<file path="config.mk">
export PLATFORM = sky130hd
export DESIGN_NAME = seg_scan_ctrl
export DESIGN_NICKNAME = d
export VERILOG_FILES = /design/src/rtl/seg_pkg.sv /design/src/rtl/seven_seg.sv /design/src/rtl/seg_scan_ctrl.sv
export SDC_FILE = /design/constraint.sdc
export NUM_CORES = 1
export LEC_CHECK = 0
export BUFFER_PORTS_ARGS = -buffer_cell sky130_fd_sc_hd__buf_2
export CORE_ASPECT_RATIO = 0.6
export CORE_MARGIN = 8
export CORE_UTILIZATION = 53
export DETAILED_ROUTE_END_ITERATION = 16
export PLACE_DENSITY_LB_ADDON = 0.25
export SLEW_MARGIN = 20
export SYNTH_ARGS = -nofsm -noshare
export SYNTH_HDL_FRONTEND = slang
export SYNTH_SLANG_ARGS = --single-unit
</file>
<file path="constraint.sdc">
create_clock -name clk -period 2.6 [get_ports clk]
set_input_delay 0.39 -clock clk [delete_from_list [all_inputs] [get_ports clk]]
set_output_delay 0.39 -clock clk [all_outputs]
set_load 0.005 [all_outputs]
</file>
<file path="src/rtl/seg_pkg.sv">
`default_nettype none
// +----------------------------------------------------------------------------+
// | seg_pkg : shared types, constants and index-width helper for seg_scan_ctrl |
// | Rev 1.0                                                                    |
// +----------------------------------------------------------------------------+
package seg_pkg;

  localparam int         NIBBLE_W = 4;
  localparam logic [6:0] SEG_OFF  = 7'h7F;

  typedef logic [NIBBLE_W-1:0] nibble_t;
  typedef logic [6:0]          seg_t;

  // Width of a digit index; never narrower than one bit.
  function automatic int idx_width(input int n);
    return (n > 2) ? $clog2(n) : 1;
  endfunction

endpackage
`default_nettype wire

</file>
<file path="src/rtl/seven_seg.sv">
`default_nettype none
// +----------------------------------------------------------------------------+
// | seven_seg : hex nibble to active-low seven-segment pattern (g..a)          |
// | Rev 1.0                                                                    |
// +----------------------------------------------------------------------------+
module seven_seg
  import seg_pkg::*;
(
  input  logic [NIBBLE_W-1:0] i_nibble,
  output logic [6:0]          o_seg
);

  always_comb begin
    o_seg = SEG_OFF;
    case (i_nibble)
      4'h0: o_seg = 7'h40;
      4'h1: o_seg = 7'h79;
      4'h2: o_seg = 7'h24;
      4'h3: o_seg = 7'h30;
      4'h4: o_seg = 7'h19;
      4'h5: o_seg = 7'h12;
      4'h6: o_seg = 7'h02;
      4'h7: o_seg = 7'h78;
      4'h8: o_seg = 7'h00;
      4'h9: o_seg = 7'h10;
      4'hA: o_seg = 7'h08;
      4'hB: o_seg = 7'h03;
      4'hC: o_seg = 7'h46;
      4'hD: o_seg = 7'h21;
      4'hE: o_seg = 7'h06;
      4'hF: o_seg = 7'h0E;
      default: o_seg = SEG_OFF;
    endcase
  end

endmodule
`default_nettype wire

</file>
<file path="src/rtl/seg_scan_ctrl.sv">
`default_nettype none
// +----------------------------------------------------------------------------+
// | seg_scan_ctrl : multiplexed seven-segment scanner with frame-aligned load  |
// | Option macro SEG_LEADING_ZERO_BLANK_EN suppresses leading zero digits.     |
// | Rev 1.0                                                                    |
// +----------------------------------------------------------------------------+
module seg_scan_ctrl
  import seg_pkg::*;
#(
  parameter int DIGITS   = 4,
  parameter int PRESCALE = 50000
) (
  input  logic                         clk,
  input  logic                         rst_n,
  input  logic                         load,
  input  logic [NIBBLE_W*DIGITS-1:0]   value,
  input  logic                         blank,
  output logic                         ack,
  output logic [6:0]                   seg,
  output logic [DIGITS-1:0]            an
);

  localparam int DW = NIBBLE_W * DIGITS;
  localparam int IW = idx_width(DIGITS);
  localparam int PW = $clog2(PRESCALE);
  localparam logic [PW-1:0] c_presc_max = PW'(PRESCALE - 1);
  localparam logic [IW-1:0] c_idx_max   = IW'(DIGITS - 1);

  logic [PW-1:0]     r_presc;
  logic [IW-1:0]     r_idx;
  logic              r_pend;
  logic [DW-1:0]     r_pend_val;
  logic [DW-1:0]     r_disp;
  logic              r_ack;
  logic [6:0]        r_seg;
  logic [DIGITS-1:0] r_an;

  logic              w_tick;
  logic              w_frame;
  logic              w_commit;
  logic              w_show;
  nibble_t           w_nibble;
  seg_t              w_seg_dec;
  logic [DIGITS-1:0] w_an_sel;

  assign w_tick   = (r_presc == c_presc_max);
  assign w_frame  = w_tick && (r_idx == c_idx_max);
  assign w_commit = w_frame && (load || r_pend);

  always_comb begin
    w_nibble = r_disp[NIBBLE_W-1:0];
    w_an_sel = '1;
    for (int i = 0; i < DIGITS; i++) begin
      if (r_idx == IW'(i)) begin
        w_nibble    = r_disp[i*NIBBLE_W +: NIBBLE_W];
        w_an_sel[i] = 1'b0;
      end
    end
  end

`ifdef SEG_LEADING_ZERO_BLANK_EN
  logic [IW-1:0] w_msd;

  // Highest non-zero digit; stays 0 for an all-zero display so digit 0 shows.
  always_comb begin
    w_msd = '0;
    for (int i = 0; i < DIGITS; i++) begin
      if (r_disp[i*NIBBLE_W +: NIBBLE_W] != '0) w_msd = IW'(i);
    end
  end

  assign w_show = (r_idx <= w_msd);
`else
  assign w_show = 1'b1;
`endif

  seven_seg u_seven_seg (
    .i_nibble (w_nibble),
    .o_seg    (w_seg_dec)
  );

  always_ff @(posedge clk or negedge rst_n) begin
    if (!rst_n) begin
      r_presc    <= '0;
      r_idx      <= '0;
      r_pend     <= 1'b0;
      r_pend_val <= '0;
      r_disp     <= '0;
      r_ack      <= 1'b0;
      r_seg      <= SEG_OFF;
      r_an       <= '1;
    end else begin
      r_presc <= w_tick ? '0 : r_presc + 1'b1;
      if (w_tick) r_idx <= (r_idx == c_idx_max) ? '0 : r_idx + 1'b1;

      r_ack <= w_commit;
      if (w_commit) begin
        // A load coinciding with the boundary bypasses the pending register.
        r_disp <= load ? value : r_pend_val;
        r_pend <= 1'b0;
      end else if (load) begin
        r_pend_val <= value;
        r_pend     <= 1'b1;
      end

      // The cycle after a tick is dead time while the index settles.
      if (w_tick || blank || !w_show) begin
        r_an  <= '1;
        r_seg <= SEG_OFF;
      end else begin
        r_an  <= w_an_sel;
        r_seg <= w_seg_dec;
      end
    end
  end

  assign ack = r_ack;
  assign seg = r_seg;
  assign an  = r_an;

endmodule
`default_nettype wire

</file>
==> results.md <==
* Die Wd at 116 um
* Synth warn at 0
* Hold Fails Final Rpt at 0
* Antenna Violating Nets Remaining at 0
* Slew headroom at 58.5%
* Compound-gate portion of the synthesized area at 11.4%
* Iter 0 DRT Violations at 128
* Leakage power figure at 1.66 nW
* Layout Area Growth over Synthesis at 17.0%
* Multi-input logic area at 1480 sq um
* Number of buffers created by CTS at 9
* DRC at 0
* GRT Total Usage at 16.7%
* Synth Area in XOR/XNOR at 4.15%
* Post-DP Area at 3450 sq um
* Worst setup SP type: flip-flop
* Reg clk slew, reported paths at 0.07 ns
* Hold_ws at 0.0193 ns
* Fin worst setup slack at 0.155 ns
* CTS sink count at 63
* TritonCTS clock tree: built
* Max cap viols at 0
* Core Box Area at 5680 sq um
* Ranking of synthesized cells by area: dfrtp_1 41%, dfstp_2 9.1%, mux2i_1 7.9%
* Main combinational cell family by area after synthesis: multiplexers
* Syn_nets at 304
* Pins Over Slew Limit at 0
* Number of global-route vias before repair at 2267
* Main synth FF type: dfrtp_1
* FMAX at 409 MHz
* Post-synthesis adder-cell area fraction at 4.35%
* Mux contribution to synthesized area at 15.1%
* Class of the most critical setup path: reg2reg
* Outcome: complete, no violations
* Mapped Area at 3170 sq um
* Commonest cells post-synth: 52 x dfrtp_1, 27 x o21ai_0, 25 x mux2i_1
* Largest net degree at the start of global routing at 24
* Unique masters post-synth at 48
* Die Area at 8780 sq um
* Placed wire-length estimate at 4890 um
* Clock skew at 0.00624 ns
* Remaining global-route overflow at 0
* Critical path capture point type: flip-flop
* Clock buffer depth at 2
* Final setup viols at 0
* Final GP Congestion at 0.872
* Fin crit period at 2.44 ns
* Post-synthesis sequential area ratio at 50.2%
* Final Cycle Share at 94.0%
* # diodes at 0
* Synth async-reset ratio at 100%
* WL per Instance at 16.6 um
* Leading area contributor after synthesis: dfrtp_1
* Worst ir drop on vdd at 0.322 mV
* Number of fill cells at 452
* Die H at 75.9 um
* Min-Delay Path Class: in2async
* Worst-Margin Slew at 0.618 ns
* Post-synth top area share at 41.1%
* Layout cells sized above 1 at 30.2%
* Antenna violations before repair at 0
* Vias at 2259
* H-tree depth at 3
* Core Rows at 21
* Starting Density at 55.8%
* Post-Route WL at 6660 um
* Vias/cell at 5.63
* Cell count after synthesis at 273
* Post-synth EDFFs at 0
* #FFs+latches synth at 63
* Final core occ at 65.3%
* I/O pins at 32
* Hold buffers post-CTS at 0
* Reg2Reg Depth at 9
* Nets at 347
* Post-Synth Simple-Gate Area at 11.1%
* Count leader, synth: dfrtp_1
* Worst Path Required at 2.86 ns
* Clk root buf: clkbuf_8
* PortBufs at 31
* Average size of a mapped cell at 11.6 sq um
* Worst-Skew Late Latency at 0.34 ns
* Router iterations before antenna repair at 4
* CP max FO at 4
* Critical path arrival at 2.70 ns
* First-pass GRT wire length at 11100 um
* Final instance area at 3700 sq um
* P per Cell Area at 571 nW/um^2
* Storage cell area at 1590 sq um
* Pre-CTS setup slack at 0.0100 ns
* RSZ-0062 raised after global routing: true
## routing by layer
layer | share of wire (%) | up-vias | global-route usage, % | routed length, um
met4 | 0.47 | 0 | 5.99 | 31
met5 | 0 | - | 0 | 0
li1 | - | 1071 | - | -
met2 | 44 | 58 | 24.9 | 2960
met1 | 48 | 1126 | 21.5 | 3200
met3 | 7.0 | 4 | 6.72 | 468
## cell families after synthesis
logic type | Yosys count
and+or+nand+nor | 62
xor gates and xnor gates | 15
adders and majority gates | 11
muxes | 42
buffers and inverters | 22
DFF | 63
AOI/OAI and AO/OA | 58
## timing repair
| item | 4_1_cts | 5_1_grt |
|---|---|---|
| resized for setup | 1 | 5 |
| gates cloned | 0 | 0 |
| pin swaps | 0 | 1 |
| endpoints found under the setup margin | 1 | 2 |
| setup buffers | 0 | 1 |
## worst paths after layout
kind,startpoint,slack [ns],to
max,r_idx[1],0.16,seg[3]
min in group clk,value[7],0.29,r_pend_val[7]
max in group asynchronous,rst_n,1.82,seg[3]
min,rst_n,0.02,r_pend_val[11]
min reg2reg,r_presc[11],0.50,r_presc[11]
max reg2reg,r_idx[1],0.16,seg[3]
## power breakdown
group          total (mW)  switching (mW)  internal (mW)
sequential           1.03          0.0142           1.02
combinational       0.133          0.0637         0.0694
clock               0.954           0.363          0.591
## cells in the final DEF, fill, tap and decap left out, types with 3 or more instances in the layout
cell / netlist / final
a211o_1: 3 / 3
a31oi_1: 4 / 4
buf_2: 1 / 31
buf_4: 0 / 13
clkbuf_8: 0 / 11
dfrtp_1: 52 / 52
dfstp_2: 11 / 11
ha_1: 11 / 8
inv_1: 9 / 8
mux2_2: 7 / 7
mux2_4: 10 / 10
mux2i_1: 25 / 25
nand2_1: 10 / 10
nand3_1: 5 / 5
nand4_1: 5 / 5
nor2_1: 15 / 15
nor2b_1: 3 / 3
nor3_1: 3 / 3
nor3b_1: 5 / 5
nor4_1: 3 / 3
o21ai_0: 27 / 27
o21ai_1: 10 / 10
xnor2_1: 8 / 8
xor2_1: 7 / 7
## sequential cells by signal, summed over array words and instances (netlist names)
name        count
an              4
ack             1
r_idx           2
seg             7
r_pend          1
r_pend_val     16
r_disp         16
r_presc        16
## metrics by stage
step | TNS (ns) | cells | power, mW
finish | 0 | 401 | 2.12
CTS | 0 | 400 | 2.14
detailed placement | 0 | 384 | 1.18
global placement | 0 | 384 | 1.18
global route | -0.0136 | 401 | 2.20
floorplan | 0 | 273 | 1.12
## critical path, cell delays in order (launching register included)
cell,delay [ns]
dfrtp_1,0.41
inv_1,0.11
ha_1,0.25
mux2i_1,0.14
a221o_1,0.34
buf_4,0.16
ha_1,0.31
a2111oi_1,0.32
a2111oi_0,0.13
a31oi_1,0.20
## final cells by class
cell class	instances	share of cell area, %
repair buffers	45	7.36
multi-input cells	188	40.1
inverters	9	0.912
clock inverters	3	1.76
flip-flops and latches	63	42.9
well taps	80	2.70
clock buffers	13	4.29
No activity file was read; power rests on OpenSTA's default activity.
